`src/rtl/systolic_a_feeder_pkg.sv`:
```
// Shared defaults and types for the systolic A-operand feeder (package sa_pkg).
package sa_pkg;

  localparam int unsigned SA_DATA_WIDTH = 16;
  localparam int unsigned SA_ROWS       = 4;
  localparam int unsigned SA_DEPTH      = 16;

  typedef enum logic [1:0] {
    IDLE,
    LOAD,
    STREAM
  } feeder_state_t;

  typedef logic [SA_ROWS*SA_DATA_WIDTH-1:0] lane_vec_t;

endpackage

```
`src/rtl/systolic_a_feeder_buf.sv`:
```
// Tile register file: one full-width write port, one read address per lane.
module feeder_buf #(
  parameter int unsigned DATA_WIDTH = 16,
  parameter int unsigned ROWS       = 4,
  parameter int unsigned DEPTH      = 16,
  parameter int unsigned AW         = (DEPTH > 1) ? $clog2(DEPTH) : 1
) (
  input  logic                       clk,
  input  logic                       wr_en,
  input  logic [AW-1:0]              wr_addr,
  input  logic [ROWS*DATA_WIDTH-1:0] wr_data,
  input  logic [ROWS*AW-1:0]         rd_addr,
  output logic [ROWS*DATA_WIDTH-1:0] rd_data
);

  logic [ROWS*DATA_WIDTH-1:0] mem_q [DEPTH];

  always_ff @(posedge clk) begin
    if (wr_en) begin
      mem_q[wr_addr] <= wr_data;
    end
  end

  // Each lane reads only its own slice, from its own column address.
  always_comb begin
    rd_data = '0;
    for (int unsigned r = 0; r < ROWS; r++) begin
      rd_data[r*DATA_WIDTH +: DATA_WIDTH] =
        mem_q[rd_addr[r*AW +: AW]][r*DATA_WIDTH +: DATA_WIDTH];
    end
  end

endmodule

```
`src/rtl/systolic_a_feeder.sv`:
```
// Loads a K-column tile, then streams it row-skewed into a systolic array.
// Optional macro SA_FEEDER_PERF_CNT_EN adds the tile_count output.
module systolic_a_feeder
  import sa_pkg::*;
#(
  parameter int unsigned DATA_WIDTH = SA_DATA_WIDTH,
  parameter int unsigned ROWS       = SA_ROWS,
  parameter int unsigned DEPTH      = SA_DEPTH
) (
  input  logic                       clk,
  input  logic                       rst_n,
  input  logic                       in_valid,
  output logic                       in_ready,
  input  logic [ROWS*DATA_WIDTH-1:0] in_data,
  input  logic                       in_last,
  input  logic                       out_ready,
  output logic                       out_valid,
  output logic [ROWS*DATA_WIDTH-1:0] out_a,
  output logic                       out_first,
  output logic                       out_last,
  output logic                       busy
`ifdef SA_FEEDER_PERF_CNT_EN
  ,
  output logic [15:0]                tile_count
`endif
);

  localparam int unsigned AW = (DEPTH > 1) ? $clog2(DEPTH) : 1;
  localparam int unsigned KW = $clog2(DEPTH + 1);
  localparam int unsigned TW = $clog2(DEPTH + ROWS);
  localparam int unsigned VW = ROWS * DATA_WIDTH;

  feeder_state_t state_q, state_d;
  logic [KW-1:0] k_q, k_d;
  logic [TW-1:0] t_q, t_d;
  logic          in_ready_q, in_ready_d;
  logic          out_valid_q, out_valid_d;
  logic          out_first_q, out_first_d;
  logic          out_last_q, out_last_d;
  logic [VW-1:0] out_a_q, out_a_d;

  logic          wr_en;
  logic [VW-1:0] rd_data;
  logic [VW-1:0] lane_a;
  logic [ROWS*AW-1:0] rd_addr;

  feeder_buf #(
    .DATA_WIDTH(DATA_WIDTH),
    .ROWS      (ROWS),
    .DEPTH     (DEPTH),
    .AW        (AW)
  ) u_buf (
    .clk    (clk),
    .wr_en  (wr_en),
    .wr_addr(AW'(k_q)),
    .wr_data(in_data),
    .rd_addr(rd_addr),
    .rd_data(rd_data)
  );

  // Lane r reads column t-r; unsigned wrap makes t<r fail the range test too.
  always_comb begin
    rd_addr = '0;
    for (int unsigned r = 0; r < ROWS; r++) begin
      rd_addr[r*AW +: AW] = AW'(32'(t_q) - r);
    end
  end

  always_comb begin
    lane_a = '0;
    for (int unsigned r = 0; r < ROWS; r++) begin
      if (32'(t_q) - r < 32'(k_q)) begin
        lane_a[r*DATA_WIDTH +: DATA_WIDTH] = rd_data[r*DATA_WIDTH +: DATA_WIDTH];
      end
    end
  end

  always_comb begin
    state_d     = state_q;
    k_d         = k_q;
    t_d         = t_q;
    out_valid_d = out_valid_q;
    out_first_d = out_first_q;
    out_last_d  = out_last_q;
    out_a_d     = out_a_q;
    wr_en       = 1'b0;
    unique case (state_q)
      IDLE, LOAD: begin
        if (in_valid && in_ready_q) begin
          wr_en = 1'b1;
          k_d   = k_q + KW'(1);
          if (in_last || 32'(k_q) == DEPTH - 1) begin
            state_d = STREAM;
          end else begin
            state_d = LOAD;
          end
        end
      end
      STREAM: begin
        // Output register refills whenever it is empty or being consumed.
        if (!out_valid_q || out_ready) begin
          if (32'(t_q) < 32'(k_q) + ROWS - 1) begin
            out_valid_d = 1'b1;
            out_a_d     = lane_a;
            out_first_d = (t_q == '0);
            out_last_d  = (32'(t_q) == 32'(k_q) + ROWS - 2);
            t_d         = t_q + TW'(1);
          end else begin
            out_valid_d = 1'b0;
            out_first_d = 1'b0;
            out_last_d  = 1'b0;
          end
          if (out_valid_q && out_last_q) begin
            state_d = IDLE;
            k_d     = '0;
            t_d     = '0;
          end
        end
      end
      default: state_d = IDLE;
    endcase
    in_ready_d = (state_d != STREAM);
  end

  always_ff @(posedge clk) begin
    if (!rst_n) begin
      state_q     <= IDLE;
      k_q         <= '0;
      t_q         <= '0;
      in_ready_q  <= 1'b0;
      out_valid_q <= 1'b0;
      out_first_q <= 1'b0;
      out_last_q  <= 1'b0;
      out_a_q     <= '0;
    end else begin
      state_q     <= state_d;
      k_q         <= k_d;
      t_q         <= t_d;
      in_ready_q  <= in_ready_d;
      out_valid_q <= out_valid_d;
      out_first_q <= out_first_d;
      out_last_q  <= out_last_d;
      out_a_q     <= out_a_d;
    end
  end

  assign in_ready  = in_ready_q;
  assign out_valid = out_valid_q;
  assign out_first = out_first_q;
  assign out_last  = out_last_q;
  assign out_a     = out_a_q;
  assign busy      = (state_q != IDLE);

`ifdef SA_FEEDER_PERF_CNT_EN
  logic [15:0] tile_count_q, tile_count_d;

  always_comb begin
    tile_count_d = tile_count_q;
    if (state_q == STREAM && out_valid_q && out_ready && out_last_q) begin
      tile_count_d = tile_count_q + 16'd1;
    end
  end

  always_ff @(posedge clk) begin
    if (!rst_n) begin
      tile_count_q <= '0;
    end else begin
      tile_count_q <= tile_count_d;
    end
  end

  assign tile_count = tile_count_q;
`endif

endmodule

```
`config.mk`:
```
export PLATFORM = sky130hd
export DESIGN_NAME = systolic_a_feeder
export DESIGN_NICKNAME = d
export VERILOG_FILES = /design/src/rtl/systolic_a_feeder_pkg.sv /design/src/rtl/systolic_a_feeder_buf.sv /design/src/rtl/systolic_a_feeder.sv
export SDC_FILE = /design/constraint.sdc
export NUM_CORES = 1
export LEC_CHECK = 0
export CORE_MARGIN = 2
export CORE_UTILIZATION = 40
export CTS_CLUSTER_DIAMETER = 100
export DETAILED_ROUTE_END_ITERATION = 10
export SYNTH_ARGS = -nofsm -noshare
export SYNTH_HDL_FRONTEND = slang
export SYNTH_HIERARCHICAL = 1
export SYNTH_SLANG_ARGS = --single-unit
export TNS_END_PERCENT = 10
```
`constraint.sdc`:
```
create_clock -name clk -period 6.65 [get_ports clk]
set_input_delay 0.9975 -clock clk [delete_from_list [all_inputs] [get_ports clk]]
set_output_delay 0.9975 -clock clk [all_outputs]
set_load 0.01 [all_outputs]
```
* Yosys cells after proc, flatten, opt, wreduce, memory -nomap -nowiden *
Memory sizes are Yosys's and may differ from the RTL's. A register that Yosys moved wholly into a read port is not among the register bits.
Cells that the tools add are included.

word-level totals
  bits in registers = 80
  bits in writable memories = 1024
  output and inout port bits = 69
  word-level logic and storage cells = 69
  memories = 1

memories
  memory       depth  width  read ports  clocked after memory_dff  wr ports  RTL line                     source
  u_buf.mem_q  16     64     4           1                         1         systolic_a_feeder_buf.sv:16  logic [ROWS*DATA_WIDTH-1:0] mem_q [DEPTH];

cells by class
  add/sub/neg operators = 8
  $lt $le $gt $ge = 5
  equal/unequal tests = 8
  multiplexer cells = 24
  reduce and logical (&&, ||, !) cells = 15

operators with widths
  operator               number
  $lt 32x5->1            3
  $mux 16                4
  $eq 5x32->1            1
  $lt 5x32->1            1
  $sub 32x1->32 const B  1
  $mux 5                 5
  $sub 5x2->6 const B    2
  $add 5x1->5 const B    2
  $pmux 5 s2             1
  $mux 2                 4
  $mux 4                 2
  $ne 2x2->1 const B     4
  $mux 1                 7
  $sub 6x2->7 const B    1
  $add 5x3->6 const B    1
  $reduce_and 3->1       2
  $reduce_bool 2->1      3
  $sub 5x1->6 const B    1
  $eq 5x4->1 const B     1
  $logic_not 5->1        1
  $lt 5x5->1             1
  $pmux 2 s2             1
  $reduce_and 4->1       1
  $eq 2x1->1 const B     1
  other kinds (7)        9

* Longest topological paths before layout *
Gate-level depths: netlist (run 1).

  depth after elaboration = 7
  depth in mapped cells = 14
  mapped depth without buffers = 11

* Hierarchy *
The synthesis (run 1) kept the hierarchy.

modules (own cells, without submodules)
  module             instances  cells an instance  area an instance (um^2)
  feeder_buf         1          1595               38748.4
  systolic_a_feeder  1          485                3992.6

* Least setup slack after synthesis (run 1) *
No wires, ideal clock.

  path kind = input to register
  start = in in_valid
  end = mem u_buf/mem_q[0][0] in the netlist's numbering (enable)
  setup time = 0.565 ns
  arrival time = 6.197 ns
  data required time = 6.085 ns
  setup slack = -0.112 ns
  stages on the path = 4
  buffers on the path = 0
  path through = nand2_1 nor2_1 or3b_2 nor3_1

between the ends
  word-level cells in the longest chain between the ends = 5

ends and longest elaborated chain
  element                       RTL line                     source
  from (decl)                   systolic_a_feeder.sv:12      input logic in_valid,
  $logic_and 1x1->1             systolic_a_feeder.sv:89      if (in_valid && in_ready_q) begin
  $mux 1                        systolic_a_feeder.sv:89
  $mux 1                        systolic_a_feeder.sv:87      unique case (state_q)
  via wr_en                     systolic_a_feeder.sv:42      logic wr_en;
  $mux 1                        systolic_a_feeder_buf.sv:19  if (wr_en) begin
  $mux 1 (not written as such)  systolic_a_feeder_buf.sv:20  mem_q[wr_addr] <= wr_data;
  to (decl)                     systolic_a_feeder_buf.sv:16

The timed path passes the listed nets, and every way through them passes these cells.

* Worst setup path in the final report (run 1) *
  start = reg t_q[0]
  end = reg out_a_q[52], in the netlist out_a[52]

between the ends
  word-level cells in the longest chain between the ends = 3
  elaborated cells between the ends (all ways) = 6
  those cells by class = add/sub: 1; order compare: 2; mux: 1; reduce/logical: 1; memory: 1

ends and longest elaborated chain
  element                                       RTL line                  source
  from (decl)                                   systolic_a_feeder.sv:35   logic [TW-1:0] t_q, t_d;
  from (signal assigned)                        systolic_a_feeder.sv:138  t_q <= t_d;
  $sub 5x2->6 (*)                               systolic_a_feeder.sv:72   if (32'(t_q) - r < 32'(k_q)) begin
  via rd_addr[12]                               systolic_a_feeder.sv:45   logic [ROWS*AW-1:0] rd_addr;
  $lt 32x5->1 or $mem_v2 16x64 (tied branches)  -
  $mux 16 (*)                                   systolic_a_feeder.sv:72
  to (signal assigned)                          systolic_a_feeder.sv:143  out_a_q <= out_a_d;
  to (decl)                                     systolic_a_feeder.sv:40   logic [VW-1:0] out_a_q, out_a_d;

The timed path passes the listed nets; every way through them passes the cells marked *.
A chain may end at the register's enable or synchronous reset.

==> flow_summary_export.csv, run 1 <==
group,metric,value,unit
yosys,ys_types,53,
detailed_routing,routed_wirelength,94.9,mm
sta,fin_crit,4.01,ns
layout,multi_input_area,9710,um2
sta,drv_slew,0,
sta,tightest_slew,1.15,ns
floorplanning,fp.dieArea,109000,um2
power_and_ir_drop,clock_power_share,0.417,
placement,io_buffers,137,
clock_tree,post-cts-setup-buffers,0,
yosys,synth_area_leaders,"edfxtp_1 72%, mux4_2 10%, dfxtp_1 3.7%",
sta,finalSetupTns,0,ns
layout,ff_latch_area,32400,um2
yosys,synth_edf_count,1024,
sta,finalHoldViolCount,0,
floorplanning,die_h,331,um
setup_path,worstSetupPathType,"flip-flop to flip-flop",
worst_hold_path,hp-class,"flip-flop to flip-flop",
sta,setup_ws,2.64,ns
yosys,synth_area,42700,um2
power_and_ir_drop,p_sw,2.84,mW
setup_path,reg2reg_slack,2.64,ns
layout,final_util,0.465,
setup_path,r2r-start,"t_q[0]",
clock_tree,cts.sinks,1104,
placement,place_congestion,0.786,
setup_path,worstPathArrival,4.59,ns
yosys,netlist_instances,2080,
detailed_routing,postRouteAntennaNets,0,
placement,hpwl,52.3,mm
grt,grt_pass1_vias,21400,
floorplanning,start_util,0.405,
layout,n_fill_cell,8644,
setup_path,crit_path_end_kind,"flip-flop",
grt,grt-ovfl-total,0,
worst_hold_path,whs_path_depth,2,
worst_hold_path,min_to,"out_a[6]",
clock_tree,cts_htree_levels,3,
clock_tree,cts-root-buf,"clkbuf_16",
sta,report.final.setup_viol,0,
clock_tree,clk_latency,0.67,ns
detailed_routing,drcViolationCount,0,
sta,rsz0062_at_grt,"no",
grt,track_usage,0.174,
detailed_routing,met1_length,41.0,mm
clock_tree,cts.reportedPaths.clkPinSlew,0.06,ns
sta,skew,0.0281,ns
detailed_routing,top_layer,"met5",
yosys,yosysTopAreaCellShare,0.719,
detailed_routing,initialDrtViolationCount,1870,
power_and_ir_drop,p_sw_frac,0.202,
layout,areaGrowthSynthToFinish,14.8,%
yosys,synth_nets,2189,
detailed_routing,vias,20700,
detailed_routing,wl_met2,46.7,mm
sta,max_freq,249,MHz
setup_path,startpoint_type,"flip-flop",
clock_tree,cts_made_buffers,105,
yosys,ys_seq_elements,1104,
yosys,yosysSeqAreaShare,0.757,
worst_hold_path,hold_path.startpoint,"out_a[6]",
layout,drive_above_1_share,0.190,
floorplanning,rows,119,
sta,maxSlewHeadroom,0.234,
power_and_ir_drop,p_comb_frac,0.042,
sta,finalCritPeriodShare,0.604,
power_and_ir_drop,power.density,287,nW/um2
layout,final_cell_area,49100,um2
yosys,syn_avg_cell_area,20.5,um2
clock_tree,tritoncts,"built",
floorplanning,core,106000,um2
setup_path,crit_fanout,86,
power_and_ir_drop,internal-power,11.3,mW
floorplanning,fp.dieW,331,um
grt,grt_first_pass_wirelength,140,mm
clock_tree,hold_buffers,0,
setup_path,timing.rr.end,"out_a[52]",
setup_path,worstPathRequired,7.23,ns
detailed_routing,post_drt_wl_per_cell,25.4,um
grt,antenna_found_initial,3,
placement,place_ws,2.24,ns
power_and_ir_drop,power_leakage,15.6,nW
floorplanning,ioPinCount,138,
clock_tree,clk_path_buf_depth,3,
yosys,async_reset_ff_frac,0,
setup_path,r2r_cells,10,
detailed_routing,vias_per_cell,5.53,
status,outcome,"finished clean",
job,drv_cap,0,
grt,grt_max_degree,135,
placement,placed_cell_area,45700,um2
yosys,yosysWarningCount,6,
layout,nNetsFinal,2369,
yosys,yosysTopAreaCell,"edfxtp_1",
detailed_routing,dr.pass1.iters,5,
yosys,ys.flop_type,"edfxtp_1",
detailed_routing,wl_met3,5.14,mm
power_and_ir_drop,vdd_drop_max,0.000184,V
power_and_ir_drop,pwr-share-seq,0.542,
layout,n_antenna_cell,0,
clock_tree,cts_resized,0,
[state kept, by name (all words and copies together) (netlist names)]
name and cells:
k_q 5, out_valid 1, out_first 1, in_ready 1
state_q 2, out_last 1, t_q 5, out_a 64
u_buf/mem_q 1024
[worst max-delay path by stage]
stage / start / endpoint / slack, ns
final: t_q[0] / out_a[52] / 2.64
after global routing: t_q[0] / out_a[52] / 2.28
after CTS: t_q[0] / out_a[52] / 2.52
after detailed placement: in_valid / u_buf/mem_q[9][42] / 2.24
after global placement: in_valid / u_buf/mem_q[9][38] / 2.29
after floorplan: in_valid / u_buf/mem_q[12][0] / 0.21
[power by group through the flow]
stage                     clock network [mW]  registers, mW  logic, mW
after floorplan                            0           7.78      0.369
after global placement                     0           7.78      0.587
after detailed placement                   0           7.79      0.598
after CTS                               6.00           7.64      0.600
after global routing                    6.27           7.64      0.640
final                                   5.87           7.64      0.587
[layout by cell type (no fill, tap or decap), types with 5 or more instances in the layout]
| master | netlist | final |
|---|---|---|
| nand2_1 | 146 | 146 |
| edfxtp_1 | 1024 | 1024 |
| clkinv_2 | 0 | 28 |
| nor2_4 | 0 | 12 |
| clkbuf_16 | 0 | 108 |
| inv_1 | 13 | 10 |
| nor2b_1 | 14 | 14 |
| xnor2_1 | 11 | 11 |
| o21ai_1 | 29 | 29 |
| a21oi_1 | 12 | 12 |
| clkinv_1 | 1 | 9 |
| buf_4 | 11 | 49 |
| nand3_1 | 73 | 73 |
| nand2b_1 | 5 | 5 |
| mux4_2 | 199 | 199 |
| bufinv_16 | 0 | 8 |
| mux4_1 | 57 | 57 |
| clkbuf_8 | 3 | 9 |
| clkdlybuf4s50_1 | 0 | 136 |
| clkbuf_1 | 49 | 24 |
| clkinvlp_4 | 0 | 7 |
| nor3_1 | 12 | 8 |
| o21ai_0 | 41 | 41 |
| a22oi_1 | 128 | 128 |
| ha_1 | 40 | 39 |
| and2_1 | 5 | 5 |
| xor2_1 | 9 | 9 |
| nor2_1 | 31 | 18 |
| dfxtp_1 | 80 | 78 |
[critical path: stages (launching register included)]
cell	delay, ns
dfxtp_4	0.37
inv_8	0.61
ha_2	0.34
buf_4	0.71
ha_1	0.37
nor2b_1	0.13
o21ai_0	0.16
nand2b_1	0.09
a31oi_2	0.80
nand3_1	0.18
o21ai_0	0.12
[synth_stat cells, types with 2 or more instances]
cell,count
ha_1,40
o21ai_0,41
clkbuf_1,49
buf_6,17
and2_1,5
edfxtp_1,1024
a21oi_1,12
xor2_1,9
mux4_2,199
nand4_1,2
and3_1,3
dfxtp_1,80
inv_1,13
nand4b_1,2
o21ai_1,29
nand3b_1,2
clkbuf_8,3
o31ai_1,2
nand2b_1,5
a32oi_1,2
mux4_1,57
buf_4,11
a31oi_1,3
nand2_1,146
buf_12,6
a22oi_1,128
nor3b_1,3
buf_1,9
xnor2_1,11
buf_8,3
nor2_1,31
nor2b_1,14
buf_2,16
nor3_1,12
nand3_1,73
[layout make-up]
type | count | share of cell area
clock buffer | 141 | 0.0594
clock inverter | 55 | 0.0103
inverter | 14 | 0.00122
multi-input combinational | 847 | 0.198
sequential | 1104 | 0.659
tap | 1391 | 0.0355
timing repair buffer | 188 | 0.0365
[metrics by stage]
stage,power (mW),std cells,hold slack (ns)
finish,14.1,3740,0.445
global route,14.5,3740,0.467
CTS,14.2,3740,0.449
detailed placement,8.38,3544,0.441
global placement,8.37,3544,0.435
floorplan,8.15,2080,0.473
[per-layer routing]
layer	track usage	vias up
li1	-	8990
met5	0	-
met4	0.0500	6
met2	0.289	579
met1	0.237	11000
met3	0.0292	117
[kinds of logic (layout without fill, tap and decap cells)]
| logic type | count (synthesis) | after routing | synth area share |
|---|---|---|---|
| adders and majority gates | 40 | 40 | 0.0117 |
| AOI/OAI and AO/OA | 228 | 228 | 0.0357 |
| xor gates and xnor gates | 20 | 20 | 0.00410 |
| buffers and inverters | 129 | 398 | 0.0196 |
| and+or+nand+nor | 302 | 302 | 0.0318 |
| muxes | 257 | 257 | 0.140 |
| DFF | 1104 | 1104 | 0.757 |
Note: power is estimated with default switching activity, not from simulation.
==> run 2, diff against run 1 <==
==> constraint.sdc (replaced) <==
create_clock -name clk -period 3.6 [get_ports clk]
set_input_delay 0.54 -clock clk [delete_from_list [all_inputs] [get_ports clk]]
set_output_delay 0.54 -clock clk [all_outputs]
set_load 0.01 [all_outputs]
==> flow_summary_export.csv, run 2 (synthesis gave the netlist of run 1 again) <==
group,metric,value,unit
clock_tree,tritoncts,"built",
setup_path,worstSetupPathType,"flip-flop to flip-flop",
placement,io_buffers,137,
setup_path,startpoint_type,"flip-flop",
detailed_routing,initialDrtViolationCount,1799,
clock_tree,cts-root-buf,"clkbuf_16",
layout,top_register,"u_buf/mem_q",
layout,multi_input_area,9730,um2
detailed_routing,routed_wirelength,94.6,mm
floorplanning,ioPinCount,138,
setup_path,crit_path_end_kind,"flip-flop",
detailed_routing,drcViolationCount,0,
sta,report.final.setup_viol,0,
grt,grt_first_pass_wirelength,141,mm
layout,ff_latch_area,32400,um2
job,drv_cap,0,
layout,drive_above_1_share,0.191,
clock_tree,cts_resized,0,
sta,drv_slew,0,
setup_path,worstPathRequired,4.21,ns
layout,final_cell_mix,"1024 x edfxtp_1, 199 x mux4_2, 146 x nand2_1",
layout,largest_register_ffs,1024,
clock_tree,cts_made_buffers,109,
floorplanning,die_h,331,um
clock_tree,cts.sinks,1104,
detailed_routing,dr.pass1.iters,5,
detailed_routing,postRouteAntennaNets,0,
detailed_routing,post_drt_wl_per_cell,25.1,um
clock_tree,cts_htree_levels,3,
sta,maxSlewHeadroom,0.270,
grt,antenna_found_initial,4,
placement,place_congestion,0.782,
setup_path,worstPathArrival,3.63,ns
layout,nNetsFinal,2384,
floorplanning,start_util,0.405,
sta,rsz0062_at_grt,"no",
sta,holdWs,0.351,ns
sta,fin_crit,3.03,ns
status,outcome,"finished clean",
grt,track_usage,0.174,
sta,finalHoldViolCount,0,
clock_tree,clk_latency,0.69,ns
worst_hold_path,hp-class,"primary input to flip-flop",
clock_tree,clk_path_buf_depth,3,
clock_tree,post-cts-setup-buffers,0,
grt,grt-ovfl-total,0,
floorplanning,fp.dieW,331,um
layout,areaGrowthSynthToFinish,15.9,%
detailed_routing,vias_per_cell,5.56,
sta,skew,0.0291,ns
placement,placed_cell_area,46100,um2
grt,grt_max_degree,83,
detailed_routing,vias,20900,
clock_tree,hold_buffers,0,
power_and_ir_drop,power_leakage,15.7,nW
sta,tightest_slew,1.09,ns
sta,max_freq,330,MHz
floorplanning,core,106000,um2
setup_path,crit_fanout,72,
power_and_ir_drop,power.density,528,nW/um2
grt,grt_pass1_vias,21900,
floorplanning,fp.dieArea,109000,um2
layout,final_cell_area,49500,um2
layout,final_common_cell,"edfxtp_1",
clock_tree,cts.reportedPaths.clkPinSlew,0.06,ns
placement,hpwl,52.0,mm
sta,finalCritPeriodShare,0.841,
layout,n_fill_cell,8600,
floorplanning,rows,119,
power_and_ir_drop,vdd_drop_max,0.000375,V
[run 2: cell types whose count changed in the layout (fill, tap and decap cells not counted), sizes merged, moves of 2 or more]
cell	previous run	this run
buf	52	63
clkbuf	141	152
inv	15	21
clkinv	39	34
bufinv	8	6
diode	0	2
[run 2: per-stage QoR]
step | total power [mW] | util | TNS, ns | setup WS (ns) | instances
global placement | 15.5 | 0.436 | 0 | 0.332 | 3555
floorplan | 15.1 | - | -675.50 | -0.970 | 2080
global route | 27.0 | 0.469 | 0 | 0.413 | 3763
detailed placement | 15.5 | 0.436 | 0 | 0.307 | 3555
finish | 26.1 | 0.469 | 0 | 0.573 | 3764
CTS | 26.4 | 0.469 | 0 | 0.618 | 3762
[run 2: where the power goes]
group	switching, mW	internal, mW
Combinational	0.647	0.460
Clock	4.74	6.19
Sequential	0.0200	14.1
[run 2: metal layers]
metal	track usage	wire length [um]	vias up
met2	0.286	46400	569
met3	0.0311	5370	142
met4	0.0572	2430	4
met5	0	27	-
met1	0.236	40400	11100
li1	-	-	9054
[run 2: worst paths after layout]
path                                start        end  slack (ns)  cells after the start
worst min register to register  out_a[10]  out_a[10]        0.45                      2
worst min-delay path                rst_n   out_a[1]        0.35                      3
worst max register to register     k_q[2]  out_a[63]        0.57                     10
worst max-delay path               k_q[2]  out_a[63]        0.57                     10
[run 2: final cells by class]
| type | count | share of cell area |
|---|---|---|
| well taps | 1391 | 0.0351 |
| inverters | 14 | 0.00121 |
| multi-input cells | 847 | 0.196 |
| diodes | 2 | 0.000101 |
| clock buffers | 152 | 0.0596 |
| flip-flops and latches | 1104 | 0.653 |
| clock inverters | 55 | 0.0103 |
| repair buffers | 199 | 0.0439 |
[run 2: critical path, stage by stage, from the launching register on]
cell	delay (ns)
dfxtp_1	0.69
ha_1	0.36
and3_1	0.20
xnor2_1	0.12
ha_1	0.28
a21oi_1	0.16
nand3_1	0.15
a31oi_4	0.29
buf_12	0.35
nand3_1	0.21
o21ai_0	0.11
==> run 3, diff against run 2 <==
==> constraint.sdc (replaced) <==
create_clock -name clk -period 2.85 [get_ports clk]
set_input_delay 0.4275 -clock clk [delete_from_list [all_inputs] [get_ports clk]]
set_output_delay 0.4275 -clock clk [all_outputs]
set_load 0.01 [all_outputs]
==> flow_summary_export.csv, run 3 (synthesis gave the netlist of run 1 again) <==
group,metric,value,unit
status,outcome,"finished clean",
floorplanning,die_h,331,um
power_and_ir_drop,power.density,654,nW/um2
clock_tree,tritoncts,"built",
setup_path,cpMostUsedCell,"nor2b_1",
setup_path,worstPathArrival,3.29,ns
floorplanning,rows,119,
grt,grt_first_pass_wirelength,145,mm
layout,drive_above_1_share,0.214,
setup_path,reg2reg_slack,0.16,ns
placement,hpwl,57.1,mm
clock_tree,hold_buffers,0,
clock_tree,clk_path_buf_depth,3,
setup_path,crit_fanout,9,
power_and_ir_drop,power_leakage,16.1,nW
layout,final_common_cell,"edfxtp_1",
clock_tree,cts_made_buffers,109,
layout,multi_input_area,9760,um2
detailed_routing,postRouteAntennaNets,0,
layout,ff_latch_area,32400,um2
sta,fin_crit,2.69,ns
detailed_routing,initialDrtViolationCount,1558,
power_and_ir_drop,vdd_drop_max,0.000517,V
detailed_routing,vias_per_cell,5.53,
setup_path,crit_path_end_kind,"flip-flop",
setup_path,path_buf_inv,1,
grt,antenna_found_initial,3,
floorplanning,start_util,0.405,
setup_path,worstSetupPathType,"flip-flop to flip-flop",
clock_tree,cts-root-buf,"clkbuf_16",
detailed_routing,drcViolationCount,0,
placement,place_congestion,0.796,
power_and_ir_drop,total_power,33.1,mW
detailed_routing,routed_wirelength,98.2,mm
detailed_routing,dr.pass1.iters,5,
sta,report.final.setup_viol,0,
grt,grt_pass1_vias,22100,
placement,io_buffers,137,
sta,finalCritPeriodShare,0.942,
floorplanning,core,106000,um2
detailed_routing,vias,21100,
sta,tightest_slew,1.09,ns
floorplanning,ioPinCount,138,
setup_path,slowest_stage,"nor2b_1",
clock_tree,cts.reportedPaths.clkPinSlew,0.06,ns
floorplanning,fp.dieW,331,um
sta,finalHoldViolCount,0,
sta,drv_slew,0,
setup_path,critical_path.cell_chain,"ha_1 > nor2b_1 > nor2_1 > nor2b_1 > buf_4 > a22oi_1 > nand2_1 > nand3_1 > o21ai_0",
grt,grt_max_degree,68,
layout,top_register,"u_buf/mem_q",
grt,grt-ovfl-total,0,
clock_tree,cts.sinks,1104,
sta,rsz0062_at_grt,"no",
layout,final_cell_mix,"1024 x edfxtp_1, 199 x mux4_2, 145 x nand2_1",
floorplanning,fp.dieArea,109000,um2
sta,maxSlewHeadroom,0.270,
clock_tree,clk_latency,0.69,ns
detailed_routing,post_drt_wl_per_cell,25.7,um
layout,areaGrowthSynthToFinish,18.4,%
sta,holdWs,0.204,ns
worst_hold_path,hp-class,"primary input to flip-flop",
layout,n_fill_cell,8523,
layout,largest_register_ffs,1024,
layout,nNetsFinal,2445,
clock_tree,cts_htree_levels,3,
setup_path,max_stage_delay,0.90,ns
sta,max_freq,372,MHz
setup_path,worstPathRequired,3.45,ns
job,drv_cap,0,
setup_path,startpoint_type,"flip-flop",
grt,track_usage,0.180,
setup_path,crit_family,"simple AND/OR/NAND/NOR gates",
sta,skew,0.0316,ns
run 3: cell count changes in the layout (fill, tap and decap cells not counted), sizes merged:
cell / before / now
clkinv: 34 / 44
buf: 63 / 123
inv: 21 / 17
diode: 2 / 1
clkinvlp: 8 / 4
clkbuf: 152 / 148
run 3: worst paths after layout:
check | endpoint | cells after the start | start
setup / recovery | out_a[49] | 9 | t_q[0]
hold / removal | out_a[32] | 3 | rst_n
setup reg to reg | out_a[49] | 9 | t_q[0]
hold reg to reg | out_a[4] | 2 | out_a[4]
run 3: per-layer routing:
| metal | routed length, um | GRT usage |
|---|---|---|
| met1 | 42300 | 0.249 |
| met2 | 48700 | 0.296 |
| met3 | 5120 | 0.0299 |
| met4 | 2070 | 0.0490 |
| met5 | 26 | 0 |
run 3: timing repair:
| action | in CTS | in global routing |
|---|---|---|
| gates resized for setup | 0 | 6 |
| endpoints found under the setup margin | 0 | 63 |
| buffers inserted | 0 | 2 |
run 3: worst min-delay path, stage by stage:
cell,delay (ns)
buf_4,0.20
nand2_1,0.11
o21ai_0,0.06
run 3: power by group:
group          internal, mW  switching, mW  leakage, nW
clock                  7.90           5.93         1.70
combinational         0.625          0.820         4.58
sequential             17.8         0.0311         9.87
total                  26.3           6.78         16.1
run 3: cell type report:
cell class,instances,share of cell area
timing repair buffer,260,0.0638
antenna,1,0.0000494
tap,1391,0.0344
clock buffer,147,0.0591
multi-input combinational,847,0.193
sequential,1104,0.639
inverter,14,0.00119
clock inverter,57,0.00922
run 3: metrics by stage:
stage,utilization,worst slack (ns),TNS [ns],area [um2],instances
2_1_floorplan,-,-0.302,-196.86,42800,2080
3_3_place_gp,0.446,0.128,0,47100,3613
3_5_place_dp,0.446,0.144,0,47100,3613
4_1_cts,0.479,0.124,0,50600,3817
5_1_grt,0.479,0.000495,0,50600,3821
6_report,0.479,0.165,0,50600,3821
